`config.mk`:
```
export PLATFORM = sky130hd
export DESIGN_NAME = decode_pipe
export DESIGN_NICKNAME = d
export VERILOG_FILES = /design/src/rtl/decode_pkg.sv /design/src/rtl/fwd_mux.sv /design/src/rtl/decode_pipe.sv
export SDC_FILE = /design/constraint.sdc
export NUM_CORES = 1
export LEC_CHECK = 0
export CORE_AREA = 2 2 165 167
export CTS_CLUSTER_SIZE = 8
export DETAILED_ROUTE_END_ITERATION = 12
export DIE_AREA = 0 0 167 169
export GPL_TIMING_DRIVEN = 0
export PLACE_DENSITY = 0.74
export SLEW_MARGIN = 0
export SYNTH_ARGS = -nofsm -noshare
export SYNTH_HDL_FRONTEND = slang
export SYNTH_SLANG_ARGS = --single-unit
```
`constraint.sdc`:
```
create_clock -name clk -period 11.65 [get_ports clk]
set_input_delay 2.9125 -clock clk [delete_from_list [all_inputs] [get_ports clk]]
set_output_delay 2.9125 -clock clk [all_outputs]
set_load 0.01 [all_outputs]
```
`src/rtl/decode_pkg.sv`:
```
// Shared decode constants: opcodes, ALU-select encodings, immediate formats
// and the combinational immediate/ALU decode helpers.
package decode_pkg;

   localparam logic [6:0] OP_LUI    = 7'b0110111;
   localparam logic [6:0] OP_AUIPC  = 7'b0010111;
   localparam logic [6:0] OP_JAL    = 7'b1101111;
   localparam logic [6:0] OP_JALR   = 7'b1100111;
   localparam logic [6:0] OP_BRANCH = 7'b1100011;
   localparam logic [6:0] OP_LOAD   = 7'b0000011;
   localparam logic [6:0] OP_STORE  = 7'b0100011;
   localparam logic [6:0] OP_IMM    = 7'b0010011;
   localparam logic [6:0] OP_REG    = 7'b0110011;

   typedef enum logic [3:0] {
      ALU_ADD, ALU_SUB, ALU_SLL, ALU_SLT, ALU_SLTU,
      ALU_XOR, ALU_SRL, ALU_SRA, ALU_OR, ALU_AND, ALU_PASS_B
   } alu_sel_e;

   typedef enum logic [2:0] {IMM_R, IMM_I, IMM_S, IMM_B, IMM_U, IMM_J} imm_fmt_e;

   function automatic imm_fmt_e imm_fmt(input logic [6:0] op);
      case (op)
         OP_IMM, OP_LOAD, OP_JALR: return IMM_I;
         OP_STORE:                 return IMM_S;
         OP_BRANCH:                return IMM_B;
         OP_LUI, OP_AUIPC:         return IMM_U;
         OP_JAL:                   return IMM_J;
         default:                  return IMM_R;
      endcase
   endfunction

   function automatic logic [31:0] imm32(input logic [31:0] i, input imm_fmt_e fmt);
      case (fmt)
         IMM_I:   return {{20{i[31]}}, i[31:20]};
         IMM_S:   return {{20{i[31]}}, i[31:25], i[11:7]};
         IMM_B:   return {{19{i[31]}}, i[31], i[7], i[30:25], i[11:8], 1'b0};
         IMM_U:   return {i[31:12], 12'b0};
         IMM_J:   return {{11{i[31]}}, i[31], i[19:12], i[20], i[30:21], 1'b0};
         default: return '0;
      endcase
   endfunction

   // inst[30] selects SUB only for register ops; for immediates it only marks SRAI.
   function automatic alu_sel_e alu_dec(input logic [6:0] op, input logic [2:0] f3,
                                        input logic b30);
      if (op == OP_LUI) return ALU_PASS_B;
      if (op != OP_REG && op != OP_IMM) return ALU_ADD;
      case (f3)
         3'd0:    return (op == OP_REG && b30) ? ALU_SUB : ALU_ADD;
         3'd1:    return ALU_SLL;
         3'd2:    return ALU_SLT;
         3'd3:    return ALU_SLTU;
         3'd4:    return ALU_XOR;
         3'd5:    return b30 ? ALU_SRA : ALU_SRL;
         3'd6:    return ALU_OR;
         default: return ALU_AND;
      endcase
   endfunction

endpackage

```
`src/rtl/fwd_mux.sv`:
```
// Operand select: x0 reads zero, select 0 or out-of-range reads the register
// file, otherwise the chosen forwarding source.
module fwd_mux #(
   parameter int XLEN = 32,
   parameter int NFWD = 3,
   parameter int SELW = $clog2(NFWD+1)
) (
   input  logic [4:0]         ra,
   input  logic [SELW-1:0]    sel,
   input  logic [XLEN-1:0]    reg_data,
   input  logic [NFWD*XLEN-1:0] fwd_data,
   output logic [XLEN-1:0]    data
);

   always_comb begin
      data = reg_data;
      for (int k = 1; k <= NFWD; k++)
         if (sel == SELW'(k)) data = fwd_data[(k-1)*XLEN +: XLEN];
      if (ra == 5'd0) data = '0;
   end

endmodule

```
`src/rtl/decode_pipe.sv`:
```
// Decode stage: combinational control/immediate decode and operand select,
// load-use stall detection, and a single registered output stage.
module decode_pipe
   import decode_pkg::*;
#(
   parameter int XLEN = 32,
   parameter int NFWD = 3,
   parameter int SELW = $clog2(NFWD+1)
) (
   input  logic                 clk,
   input  logic                 rst,
   input  logic                 in_valid,
   output logic                 in_ready,
   input  logic [31:0]          inst,
   input  logic [XLEN-1:0]      pc_i,
   output logic [4:0]           ra1_o,
   output logic [4:0]           ra2_o,
   input  logic [XLEN-1:0]      reg1_i,
   input  logic [XLEN-1:0]      reg2_i,
   input  logic [SELW-1:0]      fwd_sel1_i,
   input  logic [SELW-1:0]      fwd_sel2_i,
   input  logic [NFWD*XLEN-1:0] fwd_data_i,
   input  logic                 ex_is_load_i,
   input  logic [4:0]           ex_wa_i,
   input  logic                 flush_i,
   output logic                 out_valid,
   input  logic                 out_ready,
   output logic [XLEN-1:0]      out_pc,
   output logic [XLEN-1:0]      out_data1,
   output logic [XLEN-1:0]      out_data2,
   output logic [XLEN-1:0]      out_imm,
   output logic [XLEN-1:0]      out_br_target,
   output logic [4:0]           out_wa,
   output logic                 out_we,
   output logic [3:0]           out_alu_sel,
   output logic                 out_is_load,
   output logic                 stall_o
);

   logic [6:0]      opcode;
   logic [4:0]      rd;
   logic            uses_rs1, uses_rs2, is_jalr, we, advance;
   logic [XLEN-1:0] imm, data1, data2, tgt_sum, br_target;
   alu_sel_e        alu_sel;

   assign opcode = inst[6:0];
   assign rd     = inst[11:7];
   assign ra1_o  = inst[19:15];
   assign ra2_o  = inst[24:20];

   assign uses_rs1 = !(opcode inside {OP_LUI, OP_AUIPC, OP_JAL});
   assign uses_rs2 = opcode inside {OP_REG, OP_STORE, OP_BRANCH};
   assign is_jalr  = (opcode == OP_JALR);
   assign we       = !(opcode inside {OP_BRANCH, OP_STORE}) && (rd != 5'd0);
   assign alu_sel  = alu_dec(opcode, inst[14:12], inst[30]);
   assign imm      = XLEN'($signed(imm32(inst, imm_fmt(opcode))));

   fwd_mux #(.XLEN(XLEN), .NFWD(NFWD), .SELW(SELW)) u_op1 (
      .ra(ra1_o), .sel(fwd_sel1_i), .reg_data(reg1_i), .fwd_data(fwd_data_i), .data(data1)
   );
   fwd_mux #(.XLEN(XLEN), .NFWD(NFWD), .SELW(SELW)) u_op2 (
      .ra(ra2_o), .sel(fwd_sel2_i), .reg_data(reg2_i), .fwd_data(fwd_data_i), .data(data2)
   );

   // JALR targets are computed from the forwarded rs1 and must be halfword-aligned.
   assign tgt_sum   = (is_jalr ? data1 : pc_i) + imm;
   assign br_target = is_jalr ? {tgt_sum[XLEN-1:1], 1'b0} : tgt_sum;

   assign advance  = !out_valid || out_ready;
   assign stall_o  = in_valid && ex_is_load_i && (ex_wa_i != 5'd0) &&
                     ((uses_rs1 && ex_wa_i == ra1_o) || (uses_rs2 && ex_wa_i == ra2_o));
   assign in_ready = flush_i || (advance && !stall_o);

   always_ff @(posedge clk) begin
      if (rst) begin
         out_valid     <= 1'b0;
         out_pc        <= '0;
         out_data1     <= '0;
         out_data2     <= '0;
         out_imm       <= '0;
         out_br_target <= '0;
         out_wa        <= '0;
         out_we        <= 1'b0;
         out_alu_sel   <= '0;
         out_is_load   <= 1'b0;
      end else if (flush_i) begin
         out_valid <= 1'b0;
         out_we    <= 1'b0;
      end else if (advance) begin
         if (in_valid && !stall_o) begin
            out_valid     <= 1'b1;
            out_pc        <= pc_i;
            out_data1     <= data1;
            out_data2     <= data2;
            out_imm       <= imm;
            out_br_target <= br_target;
            out_wa        <= rd;
            out_we        <= we;
            out_alu_sel   <= alu_sel;
            out_is_load   <= (opcode == OP_LOAD);
         end else begin
            out_valid <= 1'b0;
            out_we    <= 1'b0;
         end
      end
   end

endmodule

```
==> run_results.csv <==
group,metric,value,unit
detailed_routing,drt_iter0_markers,861,
timing,max_freq,115,MHz
clock_tree,clkLatencyLatePin,0.44,ns
die,placementRows,60,
placement,hpwl,37300,um
die,dieWidth,167,um
setup_path,slowest_delay,0.55,ns
setup_path,worst-path-buf-inv,2,
pwr,power_frac_comb,24.9,%
die,start_util,38.8,%
detailed_routing,drt.antenna.violating_nets,0,
setup_path,crit_family,"simple AND/OR/NAND/NOR gates",
logic_synthesis,ys_ff_latch,172,
logic_synthesis,synth_top_area_share,33.5,%
pwr,switchingPower,0.476,mW
die,io-pin-count,423,
pwr,clock_power_share,36.4,%
timing,fin_setup_tns,0,ns
logic_synthesis,synth_nets,1525,
setup_path,cpMostUsedCell,"clkdlybuf4s50_1",
pwr,seq_power_share,38.7,%
detailed_routing,wl_per_cell,22.2,um
pwr,powerDensity,106,nW/um2
setup_path,cp.arrival,5.75,ns
logic_synthesis,netlist_instances,1254,
layout,final_common_cell,"clkdlybuf4s50_1",
detailed_routing,vias,11431,
clock_tree,cts_buffers,17,
setup_path,worstSetupPathType,"primary input to output pin",
timing,tightest_slew,0.924,ns
grt,antenna_found_initial,10,
setup_path,critPathLaunchType,"primary input",
detailed_routing,first_pass_iters,7,
grt,grt_pass1_vias,11197,
layout,finalNonFillerCells,2054,
detailed_routing,wirelength,45700,um
grt,overflow,0,
clock_tree,cts_max_level,4,
timing,maxSlewHeadroom,38.4,%
timing,setup_violations,0,
clock_tree,cts_hold_buf,0,
detailed_routing,route.detailed.drc,0,
logic_synthesis,synth_warnings,0,
placement,dp.cells,2013,
clock_tree,cts_tree,"yes",
setup_path,crit_required,8.74,ns
setup_path,path_cells,"clkdlybuf4s50_1, or3b_4, nor4b_1, o2111ai_1, a21oi_1, and2_1, o21bai_1, clkdlybuf4s50_1",
clock_tree,cts.sinks,172,
timing,holdWs,0.454,ns
detailed_routing,viasPerCell,5.57,
clock_tree,clock-root-buffer,"clkbuf_16",
die,coreArea,26500,um2
pwr,ir_drop,0.0731,mV
flow_run,max-cap-violations,0,
logic_synthesis,yosys.area.top_type,"dfxtp_1",
clock_tree,postCtsSetupRepairBufs,0,
layout,layout_common_cells,"clkdlybuf4s50_1 (418), nand2_1 (262), a21oi_1 (176)",
grt,grt_max_degree,17,
layout,area_delta_synth_final,50.9,%
logic_synthesis,synth_edf_count,0,
clock_tree,clk_path_buf_depth,2,
logic_synthesis,netlist_top_cells_area,"dfxtp_1 (33%), mux4_2 (14%), nand2_1 (9.6%)",
pwr,p_int,1.17,mW
grt,track_usage,31.2,%
timing,finalClockSkew,0.0121,ns
layout,fin_nets,1962,
hold_path,hold_path_class,"flip-flop to flip-flop",
grt,grt_pass1_wl,67000,um
pwr,p_sw_share,28.9,%
logic_synthesis,syn_area,10300,um2
timing,slew_violations,0,
logic_synthesis,syn_area_per_cell,8.20,um2
logic_synthesis,yosysUniqueCellTypes,59,
pwr,p_leak,5.99,nW
die,dieArea,28200,um2
timing,timing.final.crit_share,74.3,%
logic_synthesis,async_reset_ff_share,0,%
timing,rsz0062_at_grt,"no",
die,dieHeight,169,um
clock_tree,clk_pin_slew,0.07,ns
placement,port_buffers,418,
timing,min_period,8.66,ns
setup_path,crit_fanout,5,
timing,hold_viol_final,0,
logic_synthesis,ys.flop_type,"dfxtp_1",
clock_tree,postCtsResizedCells,0,
run_status,status,"finished clean",
setup_path,worst_path_max_delay_cell,"clkdlybuf4s50_1",
layout,drive_gt1_share,8.22,%
logic_synthesis,ys_seq_area_share,33.5,%
placement,place.gp.congestion,0.980,
setup_path,end_kind,"output pin",
-- routing by layer --
layer  GRT usage, %  vias to the layer above  part of all wire (%)
met2           56.2                      577                    51
li1               -                     5331                     -
met3           6.43                       77                   7.6
met4           12.5                        0                   3.7
met1           36.2                     5446                    38
met5              0                        -                     0
-- cell usage after synthesis, types with 10 or more instances --
cell type	count
buf_4	10
inv_1	14
nand3b_1	35
xnor2_1	20
nand3_1	18
nand2_1	262
xor2_1	12
o21ai_0	52
a21oi_1	176
mux4_2	64
ha_1	31
dfxtp_1	172
a21o_1	26
and2_1	12
clkbuf_1	56
nor2_1	123
nor3_1	29
buf_2	21
a31oi_1	11
-- area by class of cell --
class | instances | area [um2]
Fill cell | 2380 | 11000
Antenna cell | 10 | 25.0
Multi-Input combinational cell | 968 | 6320
Inverter | 14 | 52.6
Clock buffer | 20 | 467
Buffer | 100 | 469
Clock inverter | 11 | 134
Sequential cell | 172 | 3440
Timing Repair Buffer | 418 | 4180
Tap cell | 341 | 427
-- flip-flops by register name, summed over array words and instances, names as in the netlist --
name	count
out_data1	32
out_we	1
out_alu_sel	4
out_br_target	32
out_pc	32
out_wa	5
out_imm	32
out_data2	32
out_valid	1
out_is_load	1
-- kinds of logic after synthesis --
group / after synthesis / synth area share (%)
xor gates and xnor gates: 32 / 2.72
adders and majority gates: 32 / 3.96
and+or+nand+nor: 523 / 22.8
DFF: 172 / 33.5
buffers and inverters: 114 / 5.07
muxes: 70 / 14.6
AOI/OAI and AO/OA: 311 / 17.3
-- worst paths after layout --
kind         slack, ns         startpoint  cells after the start                 to
min reg2reg       0.45  out_br_target[21]                      2  out_br_target[21]
max               2.99            inst[4]                      8           in_ready
max reg2reg       9.33          out_valid                      6      out_data1[31]
min               0.45  out_br_target[21]                      2  out_br_target[21]
-- power by group through the flow --
stage | Clock, mW | Combinational, mW | Sequential [mW]
2_1_floorplan | 0 | 0.174 | 0.659
3_3_place_gp | 0 | 0.402 | 0.648
3_5_place_dp | 0 | 0.406 | 0.648
4_1_cts | 0.599 | 0.408 | 0.635
5_1_grt | 0.625 | 0.438 | 0.638
6_report | 0.598 | 0.410 | 0.636
-- through the flow --
step	power, mW	util, %	cell area, um2	setup slack, ns
after floorplan	0.833	-	10300	4.46
after global placement	1.05	56.2	14900	3.05
after detailed placement	1.05	56.2	14900	3.03
after CTS	1.64	58.5	15500	3.01
after global routing	1.70	58.6	15500	2.88
final	1.64	58.6	15500	2.99
-- worst reg2reg max path, stage by stage, from the launching register on --
cell     delay [ns]
dfxtp_1        0.31
nor2b_1        0.19
nor4b_2        0.44
buf_2          0.36
buf_1          0.65
nand2_1        0.16
a21oi_1        0.16
Note: power is estimated with default switching activity, not from simulation.
